## src/rtl/lfsr_burst_gen.sv

```systemverilog
// Burst generator: loads a seed on request and streams (req_count+1) Galois-LFSR words
// over a val/rdy interface, with backpressure and mid-burst abort.
module lfsr_burst_gen #(
  parameter int               WIDTH    = 32,
  parameter logic [WIDTH-1:0] TAPS     = 32'h80200003,
  parameter int               CNT_W    = 8,
  parameter logic [WIDTH-1:0] ZERO_SUB = {{(WIDTH-1){1'b0}}, 1'b1}
) (
  input  logic             clk,
  input  logic             reset,
  input  logic             req_val,
  output logic             req_rdy,
  input  logic [WIDTH-1:0] req_seed,
  input  logic [CNT_W-1:0] req_count,
  input  logic             abort,
  output logic             resp_val,
  input  logic             resp_rdy,
  output logic [WIDTH-1:0] resp_data,
  output logic             resp_last,
  output logic             done
);

  typedef enum logic [0:0] {
    ST_IDLE = 1'b0,
    ST_RUN  = 1'b1
  } state_t;

  state_t             state_q, state_d;
  logic [WIDTH-1:0]   lfsr_q, lfsr_d;
  logic [CNT_W-1:0]   remaining_q, remaining_d;
  logic               done_q, done_d;

  // Right-shift Galois step; the feedback mask is applied when the bit shifted out is 1.
  function automatic logic [WIDTH-1:0] lfsr_step(input logic [WIDTH-1:0] x);
    return (x >> 1) ^ (x[0] ? TAPS : {WIDTH{1'b0}});
  endfunction

  // Next-state logic for the IDLE/RUN controller, LFSR and burst counter.
  always_comb begin
    state_d     = state_q;
    lfsr_d      = lfsr_q;
    remaining_d = remaining_q;
    done_d      = 1'b0;
    case (state_q)
      ST_IDLE: begin
        if (req_val) begin
          // An all-zero seed would lock the LFSR, so a nonzero substitute is loaded instead.
          lfsr_d      = (req_seed == {WIDTH{1'b0}}) ? ZERO_SUB : req_seed;
          remaining_d = req_count;
          state_d     = ST_RUN;
        end else begin
          state_d = ST_IDLE;
        end
      end
      ST_RUN: begin
        if (abort) begin
          state_d = ST_IDLE;
        end else if (resp_rdy) begin
          if (remaining_q == {CNT_W{1'b0}}) begin
            state_d = ST_IDLE;
            done_d  = 1'b1;
          end else begin
            lfsr_d      = lfsr_step(lfsr_q);
            remaining_d = remaining_q - CNT_W'(1);
          end
        end else begin
          state_d = ST_RUN;
        end
      end
      default: begin
        state_d = ST_IDLE;
      end
    endcase
  end

  // State registers; reset discards any burst in flight.
  always_ff @(posedge clk or negedge reset) begin
    if (!reset) begin
      state_q     <= ST_IDLE;
      lfsr_q      <= ZERO_SUB;
      remaining_q <= {CNT_W{1'b0}};
      done_q      <= 1'b0;
    end else begin
      state_q     <= state_d;
      lfsr_q      <= lfsr_d;
      remaining_q <= remaining_d;
      done_q      <= done_d;
    end
  end

  // Handshake outputs; abort masks resp_val so no word transfers in the abort cycle.
  always_comb begin
    req_rdy   = (state_q == ST_IDLE);
    resp_val  = (state_q == ST_RUN) && !abort;
    resp_data = lfsr_q;
    resp_last = resp_val && (remaining_q == {CNT_W{1'b0}});
    done      = done_q;
  end

endmodule

```

## config.mk

```make
export PLATFORM = sky130hd
export DESIGN_NAME = lfsr_burst_gen
export DESIGN_NICKNAME = d
export VERILOG_FILES = /design/src/rtl/lfsr_burst_gen.sv
export SDC_FILE = /design/constraint.sdc
export NUM_CORES = 1
export LEC_CHECK = 0
export BUFFER_PORTS_ARGS = -buffer_cell sky130_fd_sc_hd__buf_2
export CAP_MARGIN = 20
export CORE_MARGIN = 5
export CORE_UTILIZATION = 50
export DETAILED_ROUTE_END_ITERATION = 6
export PLACE_DENSITY = 0.8
export SYNTH_ARGS = -nofsm -noshare
export SYNTH_HDL_FRONTEND = slang
export SYNTH_SLANG_ARGS = --single-unit
```

## constraint.sdc

```tcl
create_clock -name clk -period 2.15 [get_ports clk]
set_input_delay 0.215 -clock clk [delete_from_list [all_inputs] [get_ports clk]]
set_output_delay 0.215 -clock clk [all_outputs]
set_load 0.02 [all_outputs]
```

==> key figures, run 1 <==
Run status
  – Status: finished, final reports clean

STA
  – Max Fclk: 0.4983 GHz
  – Setup Skew: 0.004689 ns
  – Slew headroom: 37.86%
  – Slew Limit Fails: 0
  – Number of setup violations in the final report: 0
  – Worst-Margin Slew: 0.9322 ns
  – Worst setup margin: 0.1431 ns
  – Crit share post-route: 93.34%
  – Sum Neg Setup Slack: 0 ns
  – Min cycle time layout: 2.007 ns
  – Unrepaired setup endpoints after global routing: false
  – Final hold violation count: 0

Cells and area
  – Antenna cells: 0
  – Final net count: 352
  – Area delta synth->final: 22.19%
  – Layout cells sized above 1: 34.64%
  – Filler Cell Count: 364
  – Util after Layout: 64.14%

GRT
  – Overall global routing resource usage: 20.12%
  – GR Util met2: 32.95%
  – Met1 Usage GRT: 27.21%
  – Gr ovfl total: 0
  – Vias in the first global route: 2096
  – Gr busiest metal: met2
  – First-pass GRT wire length: 10060 µm
  – Grt met3 use: 4.691%
  – Antenna violations before repair: 0
  – Pin count of the biggest net entering global routing: 43

Job
  – Max cap viols: 0

Power and ir drop
  – Power Density: 1139 nW/µm²
  – Lkg Pwr: 1.285 nW
  – Worst vdd ir: 0.7403 mV

Setup path
  – Worst path required time: 2.32 ns
  – Startpoint Class: flip-flop
  – Crit end category: flip-flop
  – Arr. time, crit path: 2.18 ns
  – CP Class: reg -> reg
  – Critical Path Fanout Max: 27

Clock network
  – Clk slew on worst S/H paths: 0.07 ns
  – Worst skew pair latency: 0.29 ns
  – Hold-fix buffers at CTS: 0
  – Clock root cell: clkbuf_8
  – Setup Fix Bufs, Post-CTS: 0
  – CTS sink cnt: 42
  – Post-CTS Resized: 0
  – CTS tree: done
  – Clock tree buffer depth: 2
  – TritonCTS buffer count: 5
  – Htree depth: 2

Yosys
  – Ys async rst share: 100.0%
  – Net Count, Synth: 276
  – Post-Synthesis Cells: 229
  – Post-Syn Area: 2317 µm²
  – Mapped Avg Cell Area: 10.12 µm²
  – Count leader, synth: dfrtp_1
  – Synth top area share: 44.28%
  – Synthesized flop and latch total: 42
  – Post-synthesis sequential area ratio: 45.41%
  – Ys flop type: dfrtp_1
  – Netlist cell types: 45
  – Largest area contributor in the netlist: dfrtp_1
  – Synth warnings: 0
  – Synth cell count leaders: dfrtp_1 (41), a21oi_1 (35), nor3_1 (34)
  – EDFF count, synth: 0
  – Ranking of synthesized cells by area: dfrtp_1 (44%), mux2i_1 (13%), a21oi_1 (7.6%), nor3_1 (7.3%), nor4_1 (2.4%)

Floorplan
  – Die width: 78.08 µm
  – Full die area: 6096 µm²
  – Initial Util: 52.49%
  – Core ar.: 4414 µm²
  – Row count: 24
  – Die height: 78.08 µm
  – # IOs: 81

Min path
  – Tightest Hold Check Type: in -> async

Routing
  – Routed WL: 6146 µm
  – Vias: 2103
  – Routed len/inst: 17.17 µm
  – TritonRoute pass-1 iters: 4
  – Vias per Instance: 5.874
  – Antenna Nets Post-Route: 0
  – DRC viols: 0
  – DR iter-0 viols: 121

Placement
  – Hpwl dp: 4454 µm
  – Final GP Congestion: 0.8201
  – Port bufs: 80
  – Pre-CTS WS: 0.1177 ns
-- cell usage in the layout (no fill, tap or decap), types with 2 or more instances in the layout --
master	synthesis	final
nor4_1	9	9
nor3b_1	3	3
mux2_4	2	2
nor2_1	8	8
clkbuf_8	0	6
ha_1	2	2
buf_2	4	80
dfrtp_1	41	40
xnor2_1	2	2
nand4_1	6	6
a21oi_1	35	35
o32ai_1	2	2
o211ai_1	3	3
nand2_1	3	3
mux2i_1	30	30
buf_4	4	7
inv_1	6	6
nor3_1	34	34
-- cell families after synthesis --
| logic type | after synthesis | synth area share (%) |
|---|---|---|
| AOI/OAI and AO/OA | 53 | 14.53 |
| xor gates and xnor gates | 3 | 1.134 |
| adders and majority gates | 2 | 1.080 |
| buffers and inverters | 24 | 5.723 |
| DFF | 42 | 45.41 |
| muxes | 32 | 14.25 |
| and+or+nand+nor | 73 | 17.87 |
-- routing by layer --
| layer | vias to the layer above | part of all wire, % | routed length (µm) |
|---|---|---|---|
| met5 | - | 0 | 0 |
| met4 | 0 | 0.73 | 45 |
| met3 | 4 | 6.9 | 426 |
| met2 | 64 | 49 | 3006 |
| met1 | 1018 | 43 | 2668 |
| li1 | 1017 | - | - |
-- layout make-up --
type	count	area [µm²]	area share, %
clock buffers	7	86.33	3.049
clock inverters	1	5.005	0.1768
inverters	6	22.52	0.7954
multi-input cells	163	1146	40.48
flip-flops and latches	42	1054	37.21
well taps	52	65.06	2.298
repair buffers	87	452.9	16.00
-- state kept, by name, summed over array words and instances, names as in the netlist --
name	cells
remaining_q	8
state_q	1
resp_data	32
done	1
-- power breakdown --
| part | switching [mW] | internal (mW) |
|---|---|---|
| sequential | 0.285 | 1.07 |
| clock | 0.265 | 0.259 |
| combinational | 0.793 | 0.552 |
| total | 1.34 | 1.88 |
-- worst paths after layout --
kind	start	to	slack, ns	cells past startpoint
max	remaining_q[0]	resp_data[31]	0.14	6
min	reset	remaining_q[2]	0.05	1
max reg2reg	remaining_q[0]	resp_data[31]	0.14	6
min reg2reg	remaining_q[7]	remaining_q[7]	0.54	2
max in group asynchronous	reset	state_q	1.45	1
min in group clk	req_count[3]	remaining_q[3]	0.15	3
-- critical path: stages, from the launching register on --
cell and delay, ns:
dfrtp_1 0.39, inv_1 0.09, ha_1 0.25, and4_4 0.18, o21ai_4 0.60, buf_4 0.30, a21oi_1 0.08
-- through the flow --
stage                     instance area (µm²)  std cells  hold WS, ns  total power, mW
after CTS                                2831        358      0.09213            3.237
after global routing                     2831        358       0.1459            3.446
after detailed placement                 2740        350       0.4140            2.717
final                                    2831        358      0.05147            3.224
after floorplan                          2317        229     -0.08059            2.248
after global placement                   2740        350       0.4077            2.674
No activity file was read; power rests on OpenSTA's default activity.
==> run 2, diff against run 1 <==
Settings changed: PLACE_DENSITY 0.8 to 0.85.
==> key figures, run 2 (synthesized netlist as in run 1, its figures left out) <==
Run status
  – Status: finished, final reports clean

Clock network
  – Clock root cell: clkbuf_8
  – CTS sink cnt: 42
  – TritonCTS buffer count: 5
  – Htree depth: 2
  – CTS tree: done
  – Worst skew pair latency: 0.30 ns
  – Clk slew on worst S/H paths: 0.07 ns
  – Clock tree buffer depth: 2
  – Post-CTS Resized: 0

Job
  – Max cap viols: 0

Placement
  – Hpwl dp: 4496 µm
  – Post-DP Area: 2768 µm²
  – Port bufs: 80
  – Placed Cells: 352
  – Final GP Congestion: 0.8619
  – Pre-CTS WS: 0.4507 ns

Floorplan
  – Die height: 78.08 µm
  – # IOs: 81
  – Core ar.: 4414 µm²
  – Initial Util: 52.49%
  – Full die area: 6096 µm²
  – Row count: 24
  – Die width: 78.08 µm

Cells and area
  – Layout cells sized above 1: 34.95%
  – Commonest non-fill, non-tap cell in the layout: buf_2
  – Final net count: 355
  – Layout Cell Area excl Fill: 2864 µm²
  – Antenna cells: 0
  – Layout Cells excl Fill: 361
  – Commonest cells after routing, fill and taps aside: buf_2 (80), dfrtp_1 (40), a21oi_1 (35)
  – Max FFs per register: 32
  – Area delta synth->final: 23.60%
  – Util after Layout: 64.88%

Min path
  – Worst Hold Depth: 3
  – Hold_sp: req_count[3]
  – Worst Hold End: remaining_q[3]
  – Tightest Hold Check Type: in -> reg

GRT
  – GR Util met2: 32.04%
  – Gr busiest metal: met2
  – Grt met3 use: 5.149%
  – Overall global routing resource usage: 20.26%
  – Gr ovfl total: 0
  – Vias in the first global route: 2077
  – Pin count of the biggest net entering global routing: 43
  – Met1 Usage GRT: 27.44%
  – First-pass GRT wire length: 10090 µm
  – Antenna violations before repair: 0

Routing
  – Vias: 2173
  – DRC viols: 0
  – DR iter-0 viols: 266
  – Antenna Nets Post-Route: 0
  – Vias per Instance: 6.019
  – Routed len/inst: 17.19 µm
  – TritonRoute pass-1 iters: 4
  – Routed WL: 6207 µm

STA
  – Min cycle time layout: 1.918 ns
  – Setup Skew: 0.01129 ns
  – Sum Neg Setup Slack: 0 ns
  – Number of setup violations in the final report: 0
  – Slew Limit Fails: 0
  – Unrepaired setup endpoints after global routing: false
  – Worst setup margin: 0.2321 ns
  – Worst-Margin Slew: 0.5632 ns
  – Slew headroom: 62.45%
  – Max Fclk: 0.5214 GHz
  – Crit share post-route: 89.20%
  – Final hold violation count: 0

Setup path
  – Startpoint Class: flip-flop
  – R2R depth: 6
  – Arr. time, crit path: 1.70 ns
  – Crit end category: output port
  – Critical R2R Launch: remaining_q[0]
  – R2R setup slack: 0.41 ns
  – CP Launch Point: remaining_q[4]
  – Reg2reg end: remaining_q[6]
  – CP Class: reg -> out
  – Critical Path Fanout Max: 6
  – Worst path required time: 1.93 ns

Power and ir drop
  – Worst vdd ir: 0.5022 mV
  – Lkg Pwr: 1.300 nW
  – Power Density: 1123 nW/µm²
-- run 2: worst max-delay path by stage --
stage | to | slack, ns | depth (start not counted)
4_1_cts | resp_last | 0.23 | 4
6_report | resp_last | 0.23 | 4
2_1_floorplan | resp_last | 0.52 | 5
5_1_grt | resp_last | 0.15 | 4
3_5_place_dp | resp_data[26] | 0.45 | 6
3_3_place_gp | resp_data[25] | 0.47 | 6
-- run 2: critical path, cell delays in order, from the launching register on --
cell,delay [ns]
dfrtp_1,0.45
nor3_2,0.36
and4_4,0.32
and2_1,0.13
buf_2,0.16
-- run 2: cell type report --
class	count	area (µm²)
multi-input cells	163	1146
repair buffers	90	490.5
clock inverters	2	13.76
inverters	6	22.52
well taps	52	65.06
fillers	348	1550
flip-flops and latches	42	1054
clock buffers	6	72.57
-- run 2: through the flow --
step / power, mW / hold WS (ns)
after floorplan: 2.248 / -0.08059
after global placement: 2.675 / 0.2047
after detailed placement: 2.726 / 0.2034
after CTS: 3.231 / 0.1855
after global routing: 3.422 / 0.1941
final: 3.217 / 0.1843
-- run 2: power by group --
part	switching (mW)	internal, mW	leakage [nW]
Sequential	0.286	1.07	0.463
Combinational	0.804	0.561	0.792
Clock	0.266	0.229	0.0452
Total	1.36	1.86	1.30
-- run 2: metal layers --
metal / up-vias / routed length [µm]
li1: 1020 / -
met1: 1053 / 2675
met2: 88 / 3002
met3: 12 / 417
met4: 0 / 112
met5: - / 0
-- run 2: repair_timing --
item | in CTS | in global routing
endpoints found under the hold margin | 41 | 0
endpoints found under the setup margin | 0 | 0
buffers inserted | 0 | 0
hold buffers | 1 | 0
